**config.mk**
```make
export PLATFORM = sky130hd
export DESIGN_NAME = dcm_reset_seq_flat
export DESIGN_NICKNAME = d
export VERILOG_FILES = /design/src/rtl/dcm_reset_seq_if.sv /design/src/rtl/dcm_reset_seq.sv /design/src/flat_wrapper.sv
export SDC_FILE = /design/constraint.sdc
export NUM_CORES = 1
export LEC_CHECK = 0
export ABC_AREA = 1
export CAP_MARGIN = 15
export CORE_ASPECT_RATIO = 0.75
export CORE_MARGIN = 4
export CORE_UTILIZATION = 39
export CTS_CLUSTER_SIZE = 16
export DETAILED_ROUTE_END_ITERATION = 16
export PLACE_DENSITY = 0.63
export SLEW_MARGIN = 20
export SYNTH_ARGS = -nofsm -noshare
export SYNTH_HDL_FRONTEND = slang
export SYNTH_SLANG_ARGS = --single-unit
```
**constraint.sdc**
```tcl
create_clock -name clk25 -period 2 [get_ports clk25]
set_clock_uncertainty 0.1 [all_clocks]
set_input_delay 0.4 -clock clk25 [delete_from_list [all_inputs] [get_ports clk25]]
set_output_delay 0.4 -clock clk25 [all_outputs]
set_load 0.02 [all_outputs]
```
**src/rtl/dcm_reset_seq_if.sv**
```systemverilog
// -----------------------------------------------------------------------------
// dcm_reset_seq_if
//   Bundle of signals between the DCM reset sequencer, the DCM and the system.
//   clk25 and rst are not part of the bundle; they are plain ports on the
//   sequencer.
//
//   dcm_locked    DCM LOCKED flag, asynchronous to clk25
//   dcm_rst       DCM RST input, active-high
//   sys_rst       system reset, active-high, clk25 domain
//   seq_state     debug: 0=DCM_RST 1=WAIT_LOCK 2=STABLE 3=RUN
//   timeout_err   sticky: at least one lock timeout since rst
//   relock_count  saturating count of lock losses seen in RUN
//
//   master : the sequencer (drives resets and status, reads lock)
//   slave  : the DCM/system side (drives lock, reads resets and status)
// -----------------------------------------------------------------------------
interface dcm_reset_seq_if;
  logic       dcm_locked;
  logic       dcm_rst;
  logic       sys_rst;
  logic [1:0] seq_state;
  logic       timeout_err;
  logic [7:0] relock_count;

  modport master (
    input  dcm_locked,
    output dcm_rst,
    output sys_rst,
    output seq_state,
    output timeout_err,
    output relock_count
  );

  modport slave (
    output dcm_locked,
    input  dcm_rst,
    input  sys_rst,
    input  seq_state,
    input  timeout_err,
    input  relock_count
  );
endinterface

```
**src/rtl/dcm_reset_seq.sv**
```systemverilog
// -----------------------------------------------------------------------------
// dcm_reset_seq
//   Reset sequencer placed directly downstream of the clock DCM. It pulses the
//   DCM reset, waits for LOCKED, requires LOCKED to be stable for a hold time
//   and only then releases the system reset. A lock timeout or any sampled
//   loss of lock restarts the whole sequence with a fresh DCM reset pulse.
//   It runs from the 25 MHz reference so it keeps working when the DCM output
//   clock disappears.
//
//   Parameters
//     RST_CYCLES    cycles dcm_rst is held high per pulse
//     LOCK_TIMEOUT  cycles to wait for lock after a pulse before retrying
//     HOLD_CYCLES   consecutive locked cycles required before sys_rst drops
//     SYNC_STAGES   flops in the dcm_locked synchroniser (>= 2)
//     All counts must be in 1..65535; one 16-bit counter serves every state.
//
//   Ports
//     clk25  in  25 MHz reference clock, the only clock
//     rst    in  synchronous active-high reset
//     bus    master side of dcm_reset_seq_if (lock in, resets/status out)
// -----------------------------------------------------------------------------
module dcm_reset_seq #(
  parameter int unsigned RST_CYCLES   = 4,
  parameter int unsigned LOCK_TIMEOUT = 4096,
  parameter int unsigned HOLD_CYCLES  = 256,
  parameter int unsigned SYNC_STAGES  = 2
) (
  input  logic               clk25,
  input  logic               rst,
  dcm_reset_seq_if.master    bus
);

  typedef enum logic [1:0] {
    S_DCM_RST   = 2'd0,
    S_WAIT_LOCK = 2'd1,
    S_STABLE    = 2'd2,
    S_RUN       = 2'd3
  } state_t;

  // Terminal counts: each state leaves on the edge where cnt hits N-1, so the
  // state lasts exactly N cycles.
  localparam logic [15:0] RST_LAST  = 16'(RST_CYCLES - 1);
  localparam logic [15:0] TOUT_LAST = 16'(LOCK_TIMEOUT - 1);
  localparam logic [15:0] HOLD_LAST = 16'(HOLD_CYCLES - 1);

  state_t                   state, state_nxt;
  logic [15:0]              cnt, cnt_nxt;
  logic                     terr, terr_nxt;
  logic [7:0]               relock, relock_nxt;
  logic [SYNC_STAGES-1:0]   lock_sync_p;
  logic                     lock_s;
  logic                     dcm_rst_q;
  logic                     sys_rst_q;

  // Relock counter saturates rather than wrapping so a flapping DCM never
  // reads back as "few relocks".
  function automatic logic [7:0] sat_inc8(input logic [7:0] v);
    return (v == 8'hFF) ? v : v + 8'd1;
  endfunction

  // ---- stage: dcm_locked synchroniser (async -> clk25) ----
  always_ff @(posedge clk25) begin
    if (rst) begin
      lock_sync_p <= '0;
    end else begin
      lock_sync_p <= {lock_sync_p[SYNC_STAGES-2:0], bus.dcm_locked};
    end
  end

  assign lock_s = lock_sync_p[SYNC_STAGES-1];

  // ---- stage: sequencing FSM, next-state logic ----
  always_comb begin
    state_nxt  = state;
    cnt_nxt    = cnt;
    terr_nxt   = terr;
    relock_nxt = relock;
    case (state)
      S_DCM_RST: begin
        // Lock is deliberately ignored here: whatever LOCKED says while the
        // DCM is held in reset is stale.
        if (cnt == RST_LAST) begin
          state_nxt = S_WAIT_LOCK;
          cnt_nxt   = '0;
        end else begin
          cnt_nxt = cnt + 16'd1;
        end
      end
      S_WAIT_LOCK: begin
        // Lock is tested before the timeout so a lock arriving on the very
        // last cycle is accepted without flagging an error.
        if (lock_s) begin
          state_nxt = S_STABLE;
          cnt_nxt   = '0;
        end else if (cnt == TOUT_LAST) begin
          state_nxt = S_DCM_RST;
          cnt_nxt   = '0;
          terr_nxt  = 1'b1;
        end else begin
          cnt_nxt = cnt + 16'd1;
        end
      end
      S_STABLE: begin
        // Any dropout during the hold window means the DCM is not trusted:
        // go back for a full reset pulse, not just another wait.
        if (!lock_s) begin
          state_nxt = S_DCM_RST;
          cnt_nxt   = '0;
        end else if (cnt == HOLD_LAST) begin
          state_nxt = S_RUN;
          cnt_nxt   = '0;
        end else begin
          cnt_nxt = cnt + 16'd1;
        end
      end
      S_RUN: begin
        if (!lock_s) begin
          state_nxt  = S_DCM_RST;
          cnt_nxt    = '0;
          relock_nxt = sat_inc8(relock);
        end
      end
      default: begin
        state_nxt = S_DCM_RST;
        cnt_nxt   = '0;
      end
    endcase
  end

  // ---- stage: state and output registers ----
  // The reset outputs are decoded from the next state so that they are
  // registered (glitch-free into the DCM) yet change on the same edge as
  // seq_state.
  always_ff @(posedge clk25) begin
    if (rst) begin
      state     <= S_DCM_RST;
      cnt       <= '0;
      terr      <= 1'b0;
      relock    <= '0;
      dcm_rst_q <= 1'b1;
      sys_rst_q <= 1'b1;
    end else begin
      state     <= state_nxt;
      cnt       <= cnt_nxt;
      terr      <= terr_nxt;
      relock    <= relock_nxt;
      dcm_rst_q <= (state_nxt == S_DCM_RST);
      sys_rst_q <= (state_nxt != S_RUN);
    end
  end

  assign bus.dcm_rst      = dcm_rst_q;
  assign bus.sys_rst      = sys_rst_q;
  assign bus.seq_state    = state;
  assign bus.timeout_err  = terr;
  assign bus.relock_count = relock;

endmodule
```
**src/flat_wrapper.sv**
```systemverilog
// flat-port wrapper written by rule: the top's interface ports become plain ports
module dcm_reset_seq_flat 
#(
  parameter int unsigned RST_CYCLES   = 4,
  parameter int unsigned LOCK_TIMEOUT = 4096,
  parameter int unsigned HOLD_CYCLES  = 256,
  parameter int unsigned SYNC_STAGES  = 2
)
  (clk25, rst, bus_dcm_locked, bus_dcm_rst, bus_sys_rst, bus_seq_state, bus_timeout_err, bus_relock_count);
  dcm_reset_seq_if bus_i ();
  input  logic clk25;
  input  logic rst;
  input wire logic [$bits(bus_i.dcm_locked)-1:0] bus_dcm_locked;
  output wire logic [$bits(bus_i.dcm_rst)-1:0] bus_dcm_rst;
  output wire logic [$bits(bus_i.sys_rst)-1:0] bus_sys_rst;
  output wire logic [$bits(bus_i.seq_state)-1:0] bus_seq_state;
  output wire logic [$bits(bus_i.timeout_err)-1:0] bus_timeout_err;
  output wire logic [$bits(bus_i.relock_count)-1:0] bus_relock_count;
  assign bus_i.dcm_locked = bus_dcm_locked;
  assign bus_dcm_rst = bus_i.dcm_rst;
  assign bus_sys_rst = bus_i.sys_rst;
  assign bus_seq_state = bus_i.seq_state;
  assign bus_timeout_err = bus_i.timeout_err;
  assign bus_relock_count = bus_i.relock_count;
  dcm_reset_seq #(.RST_CYCLES(RST_CYCLES), .LOCK_TIMEOUT(LOCK_TIMEOUT), .HOLD_CYCLES(HOLD_CYCLES), .SYNC_STAGES(SYNC_STAGES)) u_core (.clk25(clk25), .rst(rst), .bus(bus_i));
endmodule
```
# Yosys cells after proc, flatten, opt, wreduce, memory -nomap -nowiden
# Cells that the tools add are included.
totals:
  out_inout_bits: 13
  elab_cells: 38
  reg_bits: 31
  inputBits: 3
classes:
  n_reduce_logical: 4
  n_eq_ne: 9
  muxes: 14
  bitwise: 2
  addsub: 2
op_table:
  columns: ["op", "count"]
  rows:
  - ["$mux 16", 6]
  - ["$pmux 16 s4", 1]
  - ["$add 16x1->16 const B", 1]
  - ["$eq 16x12->1 const B", 1]
  - ["$eq 16x2->1 const B", 1]
  - ["$eq 16x8->1 const B", 1]
  - ["$mux 2", 6]
  - ["$add 8x1->8 const B", 1]
  - ["$eq 8x8->1 const B", 1]
  - ["$pmux 2 s4", 1]
  - ["$reduce_and 3->1", 2]
  - ["$eq 2x2->1 const B", 2]
  - ["$logic_not 2->1", 2]
  - ["$ne 2x2->1 const B", 2]
  - ["$eq 2x1->1 const B", 1]
  - ["$not 1->1", 2]

# Logic depth before layout (Yosys ltp)
logic_depth:
  depth_word: 5
  mapped_depth: 11
  depth_no_buf: 11

# Worst setup path after synthesis
# No wires, ideal clock.
synth_timing:
  path_type: "register to register"
  start: "register u_core.cnt[1]"
  end: "register u_core.cnt[6]"
  path_slack_ps: 441
  required_time_ps: 1781
  stages_incl_launch_ff: 11
  period_less_slack_ps: 1559
  path_buffers: 0
  t_arrival_ps: 1340
  path_cell_list: "dfxtp_1 ha_1 nand3_2 nor2_8 nand2_2 nand2_2 nand3_4 nand2_4 nand2_4 nand2_8 nor2_2"
synth_between:
  elab_chain_cells: 4
  word_cells_on_any_way: 10
  classes_between: "add/sub (1); eq/ne (3); mux (6)"
synth_lines:
  columns: ["item", "line", "text"]
  rows:
  - ["start: declaration", "dcm_reset_seq.sv:47", "logic [15:0] cnt, cnt_nxt;"]
  - ["start signal: assignment", "dcm_reset_seq.sv:144", "cnt <= cnt_nxt;"]
  - ["$add 16x1->16 (tied with other cells)", "dcm_reset_seq.sv:86, dcm_reset_seq.sv:100, dcm_reset_seq.sv:113", null]
  - ["$mux 16 (on tied branches)", "dcm_reset_seq.sv:109, dcm_reset_seq.sv:95", null]
  - ["$mux 16 (on tied branches)", "dcm_reset_seq.sv:106, dcm_reset_seq.sv:92", null]
  - ["$pmux 16 s4 (*)", "dcm_reset_seq.sv:78", "case (state)"]
# Every way passes the cells marked *; elsewhere a longest branch is shown, timed or not.
# A chain may end at the register's enable or synchronous reset.

# Final worst setup path
layout_timing:
  start: "register u_core.state[0], in the netlist u_core.bus.seq_state[0]"
  end: "output bus_seq_state[0]"
layout_lines:
  columns: ["item", "line", "text"]
  rows:
  - ["start: declaration", "dcm_reset_seq.sv:46", "state_t state, state_nxt;"]
  - ["start signal: assignment", "dcm_reset_seq.sv:143", "state <= state_nxt;"]
  - ["end: declaration", "flat_wrapper.sv:16", "output wire logic [$bits(bus_i.seq_state)-1:0] bus_seq_state;"]
# No word-level cell between the ends.

==> out/qor.csv <==
metric;value;unit
WHS Path Cells;2;
total iterations of the first detailed-routing run;4;
row cnt;20;
initial antenna violation count;0;
CTS tree;built;
post-synthesis average cell area;7.02;um2
Reg2Reg Depth;10;
Critical Path Fanout Max;5;
Seq cells post-synth;31;
initial core utilization;0.412;
endpoints failing setup;0;
total clock sinks;31;
Post-Syn Area;1700;um2
number of gates resized after CTS;0;
RSZ-0062 raised after global routing;no;
crit path capture type;output port;
cells along the critical path;clkdlybuf4s50_1;
number of flops mapped to enable cells by yosys;0;
Avg Vias per Cell;4.68;
final worst slack;0.154;ns
core area;4130;um2
Post-Synth Simple-Gate Area;0.405;
post-synthesis mux area share;0;
Num CTS Buffers;5;
clock-pin slew on the worst setup and hold paths;0.06;ns
dpl ws;0.267;ns
Cells after Synth;242;
hold_sp;u_core.bus.timeout_err;
vias in the first global route;1362;
CTS Buffer Depth;2;
Synth Area in Adders;0.0147;
cell accounting for the most synthesized area;dfxtp_1;
syn_nets;247;
die area;5490;um2
Max-slew headroom;0.661;
XOR/XNOR share of the synthesized area;0.0309;
Buf/Inv on CP;1;
Fin. Hold Viols;0;
fin area;2010;um2
register area share after synthesis;0.365;
WP data required;1.50;ns
WHS Endpoint;u_core.bus.timeout_err;
Max stage delay on crit path;0.64;ns
Root Driver;clkbuf_8;
Synth top area share;0.365;
HP Class;reg -> reg;
share of cells above drive strength 1;0.170;
Detailed Route WL;3830;um
Routed Antenna Nets;0;
min cycle time layout;1.85;ns
H-tree levels;2;
async set-or-reset flop fraction in the synthesized netlist;0;
CTS Hold Bufs;0;
synth top area cells;dfxtp_1 37%, nand2_1 11%, inv_1 7.1%, nor2_1 6.6%, a21oi_1 4.4%;
fin nets;269;
Max VDD drop;0.340;mV
Die Wd;84.2;um
Post-DP Area;1920;um2
# Max-Cap Violations;0;
fmax;542;MHz
Static Leak;0.000825;uW
Critical R2R Capture;u_core.cnt[4];
prevailing post-synth register cell;dfxtp_1;
Skew-Pair Late Insertion Delay;0.29;ns
DRT iter0 DRCs;98;
worst-margin pin slew;0.504;ns
P&R area growth vs syn;18.4;%
reg2reg setup slack;0.22;ns
most frequent cell after synthesis;nand2_1;
Startpoint Class;flop;
IO Count;16;
GRT Overall Usage;0.154;
count of cell types in the netlist;33;
crit path kind;reg -> out;
vias post-DR;1492;
period utilization;0.923;
post-detailed-placement half-perimeter wirelength;2950;um
Critical-path top delay cell;clkdlybuf4s50_1;
global-route wire length before repair;6530;um
setup TNS;0;ns
CP top delay family;buffers and inverters;
DRC;0;
Die Ht;65.2;um
R2R Path Start;u_core.cnt[1];
Post-CTS Setup Bufs;0;
WL/cell;12.0;um
WP data arrival;1.35;ns
main combinational cell family by area after synthesis;simple AND/OR/NAND/NOR gates;
Synth Area in Compound Gates;0.0913;
power density cells;633;nW/um2
grt ovf;0;
routability cong.;0.823;
Port Buffers;15;
status;complete, no violations;
number of synthesis warnings;0;
most frequent cells after synthesis;48 x nand2_1, 32 x inv_1, 31 x dfxtp_1;
final-report max-slew violation count;0;
antenna cell count;0;
largest net degree at the start of global routing;12;
==> cells by family after synthesis <==
family,after synthesis
xor+xnor,6
buf+inv,41
simple gates,133
compound gates,29
fa+ha+maj,2
flops,31
==> where the power goes <==
part           switching, uW  leakage [uW]  internal, uW
logic                   81.0      0.000527          45.5
registers               12.7      0.000251           633
clock network            233     0.0000470           269
total                    327      0.000825           947
==> layer usage <==
metal | GRT usage | vias to the layer above | share of wire | wire length (um)
li1 | - | 806 | - | -
met1 | 0.235 | 650 | 0.57 | 2170
met2 | 0.188 | 34 | 0.38 | 1450
met3 | 0.0564 | 2 | 0.048 | 185
met4 | 0.0643 | 0 | 0.0063 | 24
met5 | 0 | - | 0 | 0
==> registers in the layout (all words and copies together), names as in the netlist <==
| register | count |
|---|---|
| u_core.cnt | 16 |
| u_core.lock_sync_p | 2 |
| u_core.bus.sys_rst | 1 |
| u_core.bus.timeout_err | 1 |
| u_core.bus.relock_count | 8 |
| u_core.bus.dcm_rst | 1 |
| u_core.bus.seq_state | 2 |
==> area by class of cell <==
| class | count | area [um2] |
|---|---|---|
| clock buffers | 6 | 82.6 |
| multi-input cells | 170 | 921 |
| fillers | 424 | 2120 |
| flip-flops and latches | 31 | 621 |
| repair buffers | 17 | 165 |
| inverters | 39 | 149 |
| clock inverters | 1 | 5.00 |
| well taps | 55 | 68.8 |
==> cells in the final DEF, fill, tap and decap left out, types with 2 or more instances in the layout <==
cell type and n:
nand3_2 3, buf_4 2, clkbuf_8 6, nand2_4 3, nor2_2 12, ha_1 2, clkdlybuf4s50_1 15, nor3_2 2
inv_2 5, nor3_1 6, dfxtp_1 31, nand3_1 15, o21ai_1 2, nand2_1 48, o21ai_0 9, nand2_2 6
nor2_1 30, inv_1 32, a21oi_1 15, xor2_1 5
==> stage by stage <==
| step | hold slack [ns] | util | power, uW | instances |
|---|---|---|---|---|
| floorplan | 0.288 | - | 750 | 242 |
| global placement | 0.337 | 0.466 | 782 | 312 |
| detailed placement | 0.342 | 0.466 | 784 | 312 |
| CTS | 0.352 | 0.487 | 1290 | 319 |
| global route | 0.362 | 0.487 | 1330 | 319 |
| finish | 0.349 | 0.487 | 1270 | 319 |
==> how the worst max path moves through the flow <==
stage                               startpoint                         end  cells after the start
detailed placement               u_core.cnt[1]               u_core.cnt[6]                     10
finish                 u_core.bus.seq_state[0]            bus_seq_state[0]                      1
global route           u_core.bus.seq_state[0]            bus_seq_state[0]                      1
global placement    u_core.bus.relock_count[0]  u_core.bus.relock_count[0]                      8
floorplan                        u_core.cnt[1]               u_core.cnt[6]                     10
CTS                    u_core.bus.seq_state[0]            bus_seq_state[0]                      1
No activity file was read; power rests on OpenSTA's default activity.
